`src/rtl/reg_bank.sv`:
```
// reg_bank: AX..DI register file, twelve write slices, two registered read ports.
// Build option: define REG_BYPASS_EN to forward same-cycle writes to the read ports.
module reg_bank (
   input  logic        CLK,
   input  logic        RST,
   input  logic [11:0] WE,
   input  logic [15:0] DIN,
   input  logic        RD_EN,
   input  logic        RW_A,
   input  logic        RW_B,
   input  logic [3:0]  RSEL_A,
   input  logic [3:0]  RSEL_B,
   output logic [15:0] DOUT_A,
   output logic [15:0] DOUT_B,
   output logic        RD_VALID
);

   logic [3:0][7:0]  r_lo;
   logic [3:0][7:0]  r_hi;
   logic [3:0][15:0] r_wd;
   logic [15:0]      r_dout_a;
   logic [15:0]      r_dout_b;
   logic             r_rd_valid;

   logic [3:0]       w_lo_en;
   logic [3:0]       w_hi_en;
   logic [3:0]       w_wd_en;
   logic [3:0][7:0]  w_lo_nx;
   logic [3:0][7:0]  w_hi_nx;
   logic [3:0][15:0] w_wd_nx;
   logic [3:0][7:0]  w_lo_rd;
   logic [3:0][7:0]  w_hi_rd;
   logic [3:0][15:0] w_wd_rd;
   logic [15:0]      w_rd_a;
   logic [15:0]      w_rd_b;

   // Slice order in WE: pair i low at 11-i, high at 7-i, word i at 3-i
   always_comb begin
      w_lo_en = '0;
      w_hi_en = '0;
      w_wd_en = '0;
      for (int i = 0; i < 4; i++) begin
         w_lo_en[i] = WE[11-i];
         w_hi_en[i] = WE[7-i];
         w_wd_en[i] = WE[3-i];
      end
   end

   always_comb begin
      w_lo_nx = r_lo;
      w_hi_nx = r_hi;
      w_wd_nx = r_wd;
      for (int i = 0; i < 4; i++) begin
         if (w_lo_en[i])
            w_lo_nx[i] = DIN[7:0];
         if (w_hi_en[i])
            w_hi_nx[i] = w_lo_en[i] ? DIN[15:8] : DIN[7:0];
         if (w_wd_en[i])
            w_wd_nx[i] = DIN;
      end
   end

`ifdef REG_BYPASS_EN
   assign w_lo_rd = w_lo_nx;
   assign w_hi_rd = w_hi_nx;
   assign w_wd_rd = w_wd_nx;
`else
   assign w_lo_rd = r_lo;
   assign w_hi_rd = r_hi;
   assign w_wd_rd = r_wd;
`endif

   function automatic logic [15:0] f_read(
      input logic             w,
      input logic [3:0]       sel,
      input logic [3:0][7:0]  lo,
      input logic [3:0][7:0]  hi,
      input logic [3:0][15:0] wd
   );
      logic [1:0] idx;
      idx    = sel[1:0];
      f_read = '0;
      // sel[3] is a don't-care in both widths
      unique casez ({w, sel})
         5'b0_?0?? : f_read = {8'h00, lo[idx]};
         5'b0_?1?? : f_read = {8'h00, hi[idx]};
         5'b1_?0?? : f_read = {hi[idx], lo[idx]};
         5'b1_?1?? : f_read = wd[idx];
         default   : f_read = '0;
      endcase
   endfunction

   assign w_rd_a = f_read(RW_A, RSEL_A, w_lo_rd, w_hi_rd, w_wd_rd);
   assign w_rd_b = f_read(RW_B, RSEL_B, w_lo_rd, w_hi_rd, w_wd_rd);

   always_ff @(posedge CLK) begin
      if (RST) begin
         r_lo       <= '0;
         r_hi       <= '0;
         r_wd       <= '0;
         r_dout_a   <= '0;
         r_dout_b   <= '0;
         r_rd_valid <= 1'b0;
      end else begin
         r_lo       <= w_lo_nx;
         r_hi       <= w_hi_nx;
         r_wd       <= w_wd_nx;
         r_rd_valid <= RD_EN;
         if (RD_EN) begin
            r_dout_a <= w_rd_a;
            r_dout_b <= w_rd_b;
         end
      end
   end

   assign DOUT_A   = r_dout_a;
   assign DOUT_B   = r_dout_b;
   assign RD_VALID = r_rd_valid;

endmodule

```
`config.mk`:
```
export PLATFORM = sky130hd
export DESIGN_NAME = reg_bank
export DESIGN_NICKNAME = d
export VERILOG_FILES = /design/src/rtl/reg_bank.sv
export SDC_FILE = /design/constraint.sdc
export NUM_CORES = 1
export LEC_CHECK = 0
export ABC_CLOCK_PERIOD_IN_PS = 1400
export BUFFER_PORTS_ARGS = -buffer_cell sky130_fd_sc_hd__buf_2
export CAP_MARGIN = 20
export CELL_PAD_IN_SITES_DETAIL_PLACEMENT = 0
export CELL_PAD_IN_SITES_GLOBAL_PLACEMENT = 1
export CORE_ASPECT_RATIO = 1.25
export CORE_MARGIN = 3
export CORE_UTILIZATION = 36
export CTS_BUF_LIST = sky130_fd_sc_hd__clkbuf_16
export DETAILED_ROUTE_END_ITERATION = 8
export GPL_ROUTABILITY_DRIVEN = 0
export PLACE_DENSITY_LB_ADDON = 0.1
export SYNTH_ARGS = -nofsm -noshare
export SYNTH_HDL_FRONTEND = slang
export SYNTH_SLANG_ARGS = --single-unit
```
`constraint.sdc`:
```
create_clock -name CLK -period 1.4 [get_ports CLK]
set_clock_uncertainty 0.15 [all_clocks]
set_input_delay 0 -clock CLK [delete_from_list [all_inputs] [get_ports CLK]]
set_output_delay 0 -clock CLK [all_outputs]
set_load 0.1 [all_outputs]
```
==> impl_metrics.yaml, run 1 <==
placement:
  dp_hpwl_um: 20700
  dp.cells: 1187
  numPortBuffers: 71
yosys:
  dominantRegCellSynth: "dfxtp_1"
  synthesis.area_um2: 8280
  synth_edf_count: 0
  syn_nets: 828
  syn_avg_cell_area_um2: 10.5
  yosysMostFrequentCell: "dfxtp_1"
  seq_area_frac_synth: 0.389
  yosysWarnings: 0
  syn_inst: 787
  synth_commonest_cells: "161 x dfxtp_1, 158 x mux2i_1, 143 x nor2_1, 61 x mux4_2, 53 x clkbuf_1"
  yosysTopAreaCell: "dfxtp_1"
  ys_seq_elements: 161
  async_flop_share: 0
  synthDistinctLibCells: 37
  yosys-top-cells-area: "dfxtp_1 39%, mux2i_1 19%, mux4_2 17%, nor2_1 6.5%, a211oi_1 3.1%"
  synth_top_cell_area_share: 0.389
route:
  drtIter0Drc: 436
  antenna_left: 0
  vias_per_cell: 5.67
  drtPass1Iterations: 5
  drc: 0
  finalWirelength_um: 30400
  num_vias: 7150
  wl_per_cell_um: 24.1
setup_path:
  critPathLaunch: "r_hi[25]$_SDFFE_PP0P_"
  critPathTopFamily: "multiplexers"
  critPathCaptureType: "flip-flop"
  cpMaxStageDelayCell: "mux4_2"
  crit_type: "flip-flop to flip-flop"
  critPathMaxStageDelay_ns: 0.46
  worstSetupStartpointType: "flip-flop"
  r2r_start: "r_hi[25]$_SDFFE_PP0P_"
  critPathArrivalTime_ns: 1.72
  path_cells: "mux4_2 > mux2_4 > a22o_1"
  cp_max_fo: 4
  worst-endpoint-required_ns: 1.57
  path_buf_inv: 0
die:
  io_pins: 74
  row_count: 61
  initial_core_util: 0.369
  dieWidth_um: 142
  core_area_um2: 22400
  fp.dieH_um: 176
  die_area_um2: 24900
global_route:
  gr-usage-all-layers: 0.250
  grt.overflow.total: 0
  grt.busiest_layer: "met2"
  grt_start_max_net_pins: 67
  gr-usage-met3: 0.0395
  grt_util_met1: 0.327
  grt_pass1_wl_um: 46600
  use_met2: 0.421
  grt_antenna_before_repair: 0
  grt_pass1_vias: 7419
sta:
  tightest_slew_ns: 0.978
  timing.final.crit_share: 1.10
  drv_slew: 0
  layout_setup_ws_ns: -0.143
  rsz0062_at_grt: "true"
  setup_violations: 19
  maxSlewHeadroom: 0.345
  final.setup.tns_ns: -1.47
  finalHoldViolCount: 0
  fin_crit_ns: 1.54
  clock.fmax_mhz: 648
cts:
  clock-sinks: 161
  cts_buffers: 17
  cts_root_buf: "clkbuf_16"
  clkTransAtPathRegs_ns: 0.07
  cts_max_path_buffers: 2
  clk-insertion-delay-late_ns: 0.43
  h-tree-depth: 4
  cts_tree: "done"
power_and_ir_drop:
  finalPower_mw: 12.3
  power_density_nw_per_um2: 1100
  vdd.ir_drop.worst_mv: 0.760
  leakagePower_nw: 4.87
worst_hold_path:
  hold_path_class: "primary input to flip-flop"
  min_from: "RSEL_A[0]"
final_layout:
  postLayoutCoreUtil: 0.497
  drive_gt1_frac: 0.403
  fin_cells: 1260
  num-fill-cells: 2064
  layout.nets: 1005
  diodes: 0
  syn_to_final_growth_pct: 34.6
outcome:
  status: "finished, violations left"
  violations: "negative setup slack"
job:
  maxCapViolCount: 0
logic make-up after synthesis:
kind of cell	count (synthesis)	share of synthesized area
muxes	227	0.368
and+or+nand+nor	192	0.0961
DFF	161	0.389
AOI/OAI and AO/OA	111	0.0976
buffers and inverters	96	0.0494
path summary, 6_finish.rpt:
path	endpoint	slack, ns	cells past startpoint
worst max-delay path	DOUT_A[9]$_SDFFE_PP0P_	-0.14	3
worst min-delay path	DOUT_A[7]$_SDFFE_PP0P_	0.04	6
worst max register to register	DOUT_A[9]$_SDFFE_PP0P_	-0.14	3
worst min register to register	DOUT_B[6]$_SDFFE_PP0P_	0.33	2
cell type report:
| class | count | area, um2 | area share |
|---|---|---|---|
| inverters | 10 | 37.5 | 0.00337 |
| repair buffers | 244 | 2100 | 0.188 |
| clock inverters | 15 | 134 | 0.0120 |
| flip-flops and latches | 161 | 3330 | 0.299 |
| well taps | 283 | 354 | 0.0318 |
| clock buffers | 17 | 425 | 0.0382 |
| multi-input cells | 530 | 4770 | 0.428 |
where the power goes:
part,total [mW],leakage (nW),switching [mW],internal (mW)
logic,2.62,3.26,1.43,1.20
clock network,4.54,0.263,2.07,2.47
registers,5.12,1.35,0.246,4.88
total,12.3,4.87,3.75,8.54
through the flow:
step | cell area (um2) | hold WS (ns) | worst slack, ns
CTS | 11000 | 0.0104 | -0.148
detailed placement | 9970 | 0.236 | -0.318
global route | 11100 | 0.0401 | -0.174
floorplan | 8350 | 0.0762 | -0.0697
finish | 11100 | 0.0369 | -0.143
global placement | 9970 | 0.226 | -0.334
worst register-to-register path: cells and delay by family (launching register included):
family | cells | cell delay, ns
multiplexers | 2 | 0.73
flip-flops | 1 | 0.38
AO/OA/AOI/OAI | 1 | 0.18
state kept, by name, summed over array words and instances (netlist names):
signal and count:
r_wd 64, r_hi 32, r_lo 32, DOUT_A 16, DOUT_B 16, RD_VALID 1
placed cells by master (no fill, tap or decap), types with 3 or more instances in the layout:
| cell type | Yosys | final |
|---|---|---|
| a22o_1 | 8 | 8 |
| dfxtp_4 | 0 | 13 |
| inv_2 | 0 | 6 |
| dfxtp_1 | 161 | 102 |
| clkinvlp_4 | 0 | 4 |
| mux4_2 | 61 | 61 |
| dfxtp_2 | 0 | 46 |
| inv_1 | 10 | 4 |
| a22oi_1 | 14 | 7 |
| nand3_1 | 8 | 8 |
| nor2_1 | 143 | 142 |
| a221o_1 | 7 | 7 |
| buf_12 | 0 | 24 |
| mux2i_2 | 0 | 3 |
| nand2_1 | 22 | 22 |
| nand2b_1 | 5 | 5 |
| inv_6 | 0 | 6 |
| o21ai_0 | 5 | 5 |
| dlygate4sd3_1 | 0 | 34 |
| o21a_1 | 5 | 5 |
| a21oi_1 | 16 | 16 |
| buf_4 | 2 | 113 |
| o221ai_1 | 5 | 5 |
| clkbuf_16 | 0 | 17 |
| a2bb2oi_1 | 5 | 3 |
| mux2_4 | 0 | 7 |
| a211oi_1 | 34 | 33 |
| mux2i_1 | 158 | 154 |
| o21ai_1 | 7 | 5 |
| a22oi_2 | 0 | 7 |
| buf_6 | 1 | 8 |
| buf_2 | 27 | 62 |
per-layer routing:
layer | share of wire | vias up
li1 | - | 3246
met1 | 0.42 | 3601
met2 | 0.49 | 244
met3 | 0.051 | 59
met4 | 0.035 | 0
met5 | 0 | -
what timing repair did:
action / 4_1_cts / 5_1_grt
buffers inserted: 3 / 3
endpoints found under the hold margin: 135 / 0
pin swaps: 8 / 10
setup endpoints to repair: 30 / 29
resized for setup: 34 / 33
hold buffers: 35 / 0
(Power assumes the default switching activity.)
==> run 2, diff against run 1 <==
- ABC_CLOCK_PERIOD_IN_PS: 1400 -> 1800
- clock period: 1.4 -> 1.8 ns (I/O delays scaled with it)
==> impl_metrics.yaml, run 2 (synthesized netlist as in run 1, its figures left out) <==
global_route:
  grt_pass1_wl_um: 42900
  gr-usage-all-layers: 0.230
  grt_pass1_vias: 6828
  grt.overflow.total: 0
  grt_start_max_net_pins: 55
  grt_antenna_before_repair: 0
sta:
  timing.final.crit_share: 0.930
  tightest_slew_ns: 0.857
  fin_crit_ns: 1.67
  rsz0062_at_grt: "false"
  setup_violations: 0
  holdWs_ns: 0.0122
  drv_slew: 0
  maxSlewHeadroom: 0.426
  clock.fmax_mhz: 597
  final.setup.tns_ns: 0
  finalHoldViolCount: 0
die:
  dieWidth_um: 142
  initial_core_util: 0.369
  core_area_um2: 22400
  die_area_um2: 24900
  io_pins: 74
  fp.dieH_um: 176
  row_count: 61
route:
  drc: 0
  finalWirelength_um: 28100
  drtPass1Iterations: 5
  antenna_left: 0
  wl_per_cell_um: 24.2
  num_vias: 6591
  vias_per_cell: 5.69
  drtIter0Drc: 378
final_layout:
  multi_input_area_um2: 4650
  syn_to_final_growth_pct: 19.9
  reg_top3: "r_wd (64), r_hi (32), r_lo (32)"
  drive_gt1_frac: 0.241
  final_common_cell: "dfxtp_1"
  largest_reg_flops: 64
  top_register: "r_wd"
  layout.nets: 904
  layout_common_cells: "161 x dfxtp_1, 158 x mux2i_1, 142 x nor2_1"
  num-fill-cells: 2150
  diodes: 0
  seq_area_um2: 3220
worst_hold_path:
  hold_path_class: "primary input to flip-flop"
  min_from: "RSEL_B[0]"
cts:
  cts_buffers: 17
  ctsResizeCount: 0
  clock-sinks: 161
  cts_root_buf: "clkbuf_16"
  cts_max_path_buffers: 2
  clkTransAtPathRegs_ns: 0.06
  cts_tree: "done"
  h-tree-depth: 4
  clk-insertion-delay-late_ns: 0.43
setup_path:
  r2r_start: "r_hi[25]$_SDFFE_PP0P_"
  critPathCaptureType: "flip-flop"
  worst-endpoint-required_ns: 2.02
  worstSetupStartpointType: "primary input"
  crit_type: "primary input to flip-flop"
  cp_max_fo: 7
  critPathArrivalTime_ns: 1.89
  critPathLaunch: "RST"
placement:
  numPortBuffers: 71
  dp_hpwl_um: 19700
power_and_ir_drop:
  leakagePower_nw: 4.25
  vdd.ir_drop.worst_mv: 0.687
  power_density_nw_per_um2: 933
job:
  maxCapViolCount: 0
outcome:
  status: "finished, final reports clean"
run 2: cell count changes in the layout (fill, tap and decap cells not counted), sizes merged:
cell,previous run,this run
inv,16,13
clkbuf,19,17
dlymetal6s4s,1,0
clkinvlp,4,2
buf,207,111
dlygate4sd3,34,32
clkinv,4,8
bufinv,1,2
run 2: area by class of cell:
type                       count  area share
multi-input combinational    530       0.469
sequential                   161       0.325
timing repair buffer         143       0.110
clock buffer                  17      0.0429
tap                          283      0.0357
clock inverter                15      0.0144
inverter                      10     0.00378
run 2: final timing paths:
check,endpoint,slack (ns),cells after the start
worst max-delay path,DOUT_B[1]$_SDFFE_PP0P_,0.13,7
worst min-delay path,DOUT_B[12]$_SDFFE_PP0P_,0.01,4
worst max register to register,DOUT_A[9]$_SDFFE_PP0P_,0.20,3
worst min register to register,DOUT_B[13]$_SDFFE_PP0P_,0.32,2
run 2: layer usage:
layer,vias to the layer above,part of all wire,track usage
met3,38,0.047,0.0379
met4,0,0.023,0.0744
met5,-,0,0
met1,3297,0.44,0.305
li1,3033,-,-
met2,223,0.49,0.384
run 2: per-stage QoR:
step / worst slack, ns / utilization / cell area [um2] / instances / power [mW]
after global routing: 0.0367 / 0.442 / 9930 / 1159 / 9.60
after CTS: 0.112 / 0.442 / 9930 / 1159 / 9.33
after floorplan: 0.295 / - / 8280 / 787 / 5.20
final: 0.126 / 0.442 / 9930 / 1159 / 9.27
after global placement: 0.136 / 0.403 / 9040 / 1095 / 5.69
after detailed placement: 0.140 / 0.403 / 9040 / 1095 / 5.71
run 2: timing repair:
item | CTS | global route
hold buffers | 32 | 0
buffers inserted | 0 | 0
hold endpoints to repair | 135 | 0
run 2: worst max-delay path: stages:
cell	delay (ns)
dlygate4sd3_1	0.54
buf_4	0.13
nand2b_1	0.23
inv_1	0.22
and3_1	0.46
a22oi_1	0.21
nand2_1	0.09
run 2: power by group:
group / internal, mW / switching, mW / total (mW) / leakage (nW)
combinational: 0.696 / 0.992 / 1.69 / 2.65
clock: 2.03 / 1.55 / 3.58 / 0.275
sequential: 3.78 / 0.217 / 4.00 / 1.33
total: 6.51 / 2.76 / 9.27 / 4.25
==> run 3, diff against run 2 <==
==> constraint.sdc (replaced) <==
create_clock -name CLK -period 1.8 [get_ports CLK]
set_clock_uncertainty 0.15 [all_clocks]
set_input_delay 0.18 -clock CLK [delete_from_list [all_inputs] [get_ports CLK]]
set_output_delay 0.18 -clock CLK [all_outputs]
set_load 0.1 [all_outputs]
==> impl_metrics.yaml, run 3 (synthesized netlist as in run 1, its figures left out) <==
die:
  row_count: 61
  dieWidth_um: 142
  fp.dieH_um: 176
  die_area_um2: 24900
  initial_core_util: 0.369
  core_area_um2: 22400
  io_pins: 74
route:
  drtIter0Drc: 409
  drtPass1Iterations: 5
  drc: 0
  num_vias: 6727
  antenna_left: 0
  vias_per_cell: 5.83
  finalWirelength_um: 28600
  wl_per_cell_um: 24.8
setup_path:
  r2r_setup_slack_ns: 0.20
  cp_max_fo: 5
  crit_type: "flip-flop to flip-flop"
  critPathMaxStageDelay_ns: 0.49
  r2r-end: "DOUT_A[9]$_SDFFE_PP0P_"
  path_cells: "mux4_2 > mux2_2 > a22o_1"
  critPathArrivalTime_ns: 1.78
  worst-endpoint-required_ns: 1.98
  reg2reg_depth: 3
  r2r_start: "r_hi[17]$_SDFFE_PP0P_"
  critPathCaptureType: "flip-flop"
  critPathTopFamily: "multiplexers"
  cpMaxStageDelayCell: "mux4_2"
  worstSetupStartpointType: "flip-flop"
  path_buf_inv: 0
sta:
  fin_crit_ns: 1.60
  maxSlewHeadroom: 0.440
  finalHoldViolCount: 0
  holdWs_ns: 0.0141
  drv_slew: 0
  rsz0062_at_grt: "false"
  setup_violations: 0
  tightest_slew_ns: 0.836
  timing.final.crit_share: 0.886
  clock.fmax_mhz: 627
cts:
  clk-insertion-delay-late_ns: 0.43
  cts_root_buf: "clkbuf_16"
  cts_buffers: 17
  clkTransAtPathRegs_ns: 0.07
  clock-sinks: 161
  cts_max_path_buffers: 2
  cts_tree: "done"
  h-tree-depth: 4
final_layout:
  syn_to_final_growth_pct: 19.8
  layout.nets: 898
  largest_reg_flops: 64
  drive_gt1_frac: 0.264
  postLayoutCoreUtil: 0.442
  top_register: "r_wd"
  multi_input_area_um2: 4650
  num-fill-cells: 2176
  final_common_cell: "dfxtp_1"
  final_area_um2: 9920
  reg_top3: "r_wd (64), r_hi (32), r_lo (32)"
  seq_area_um2: 3220
  layout_common_cells: "161 x dfxtp_1, 158 x mux2i_1, 142 x nor2_1"
job:
  maxCapViolCount: 0
global_route:
  grt.overflow.total: 0
  gr-usage-all-layers: 0.235
  grt_pass1_vias: 6972
  grt_antenna_before_repair: 5
  grt_start_max_net_pins: 71
  grt_pass1_wl_um: 43900
placement:
  dp_hpwl_um: 19700
  numPortBuffers: 71
  placed_cell_area_um2: 9290
power_and_ir_drop:
  vdd.ir_drop.worst_mv: 0.717
  power_density_nw_per_um2: 932
  leakagePower_nw: 4.28
worst_hold_path:
  hold_end: "r_lo[0]$_SDFFE_PP0P_"
  hold_path_class: "primary input to flip-flop"
  min_from: "DIN[0]"
  worstHoldPathCells: 3
outcome:
  status: "finished, final reports clean"
[run 3: changes by cell type in the layout (fill, tap and decap cells not counted), sizes merged]
| cell | delta |
|---|---|
| buf | +19 |
| inv | +1 |
| clkinvlp | +1 |
| dlygate4sd3 | -25 |
| clkinv | -4 |
| diode | +3 |
[run 3: layout make-up]
cell class | instances | area share
Clock buffer | 17 | 0.0429
Clock inverter | 13 | 0.0126
Tap cell | 283 | 0.0357
Inverter | 10 | 0.00378
Multi-Input combinational cell | 530 | 0.469
Antenna cell | 3 | 0.000757
Timing Repair Buffer | 137 | 0.110
Sequential cell | 161 | 0.325
[run 3: metrics by stage]
step	setup WS (ns)	std cells	TNS, ns	power, mW
after global routing	0.167	1154	0	9.57
after detailed placement	-0.0452	1114	-0.0859	5.79
final	0.205	1154	0	9.24
after global placement	-0.0210	1114	-0.0341	5.75
after floorplan	0.207	787	0	5.20
after CTS	0.189	1151	0	9.30
[run 3: per-layer routing]
layer / up-vias / part of all wire / global-route usage
met4: 4 / 0.025 / 0.0764
met2: 249 / 0.51 / 0.407
met3: 55 / 0.051 / 0.0496
met5: - / 0.00094 / 0
li1: 3041 / - / -
met1: 3378 / 0.41 / 0.290
[run 3: worst max path at each step]
stage                           startpoint                      end  slack (ns)  cells past startpoint
floorplan                        RSEL_A[1]   DOUT_A[4]$_SDFFE_PP0P_        0.21                      5
CTS                 DOUT_A[4]$_SDFFE_PP0P_                DOUT_A[4]        0.19                      1
global placement                 RSEL_A[1]  DOUT_A[14]$_SDFFE_PP0P_       -0.02                      5
detailed placement               RSEL_A[1]  DOUT_A[14]$_SDFFE_PP0P_       -0.05                      5
finish               r_hi[17]$_SDFFE_PP0P_   DOUT_A[9]$_SDFFE_PP0P_        0.20                      3
global route        DOUT_B[3]$_SDFFE_PP0P_                DOUT_B[3]        0.17                      1
[run 3: timing repair]
| action | CTS | global route |
|---|---|---|
| hold buffers | 7 | 0 |
| buffers inserted | 0 | 0 |
| endpoints found under the hold margin | 24 | 0 |
| gates resized for setup | 0 | 0 |
[run 3: report_power, final]
part / internal [mW] / switching, mW / total (mW)
Combinational: 0.717 / 1.01 / 1.73
Sequential: 3.78 / 0.209 / 3.99
Clock: 2.00 / 1.52 / 3.52
Total: 6.51 / 2.74 / 9.24
[run 3: worst min-delay path, stage by stage]
cell and delay [ns]:
buf_2 0.17, mux2i_1 0.15, nor2_1 0.05
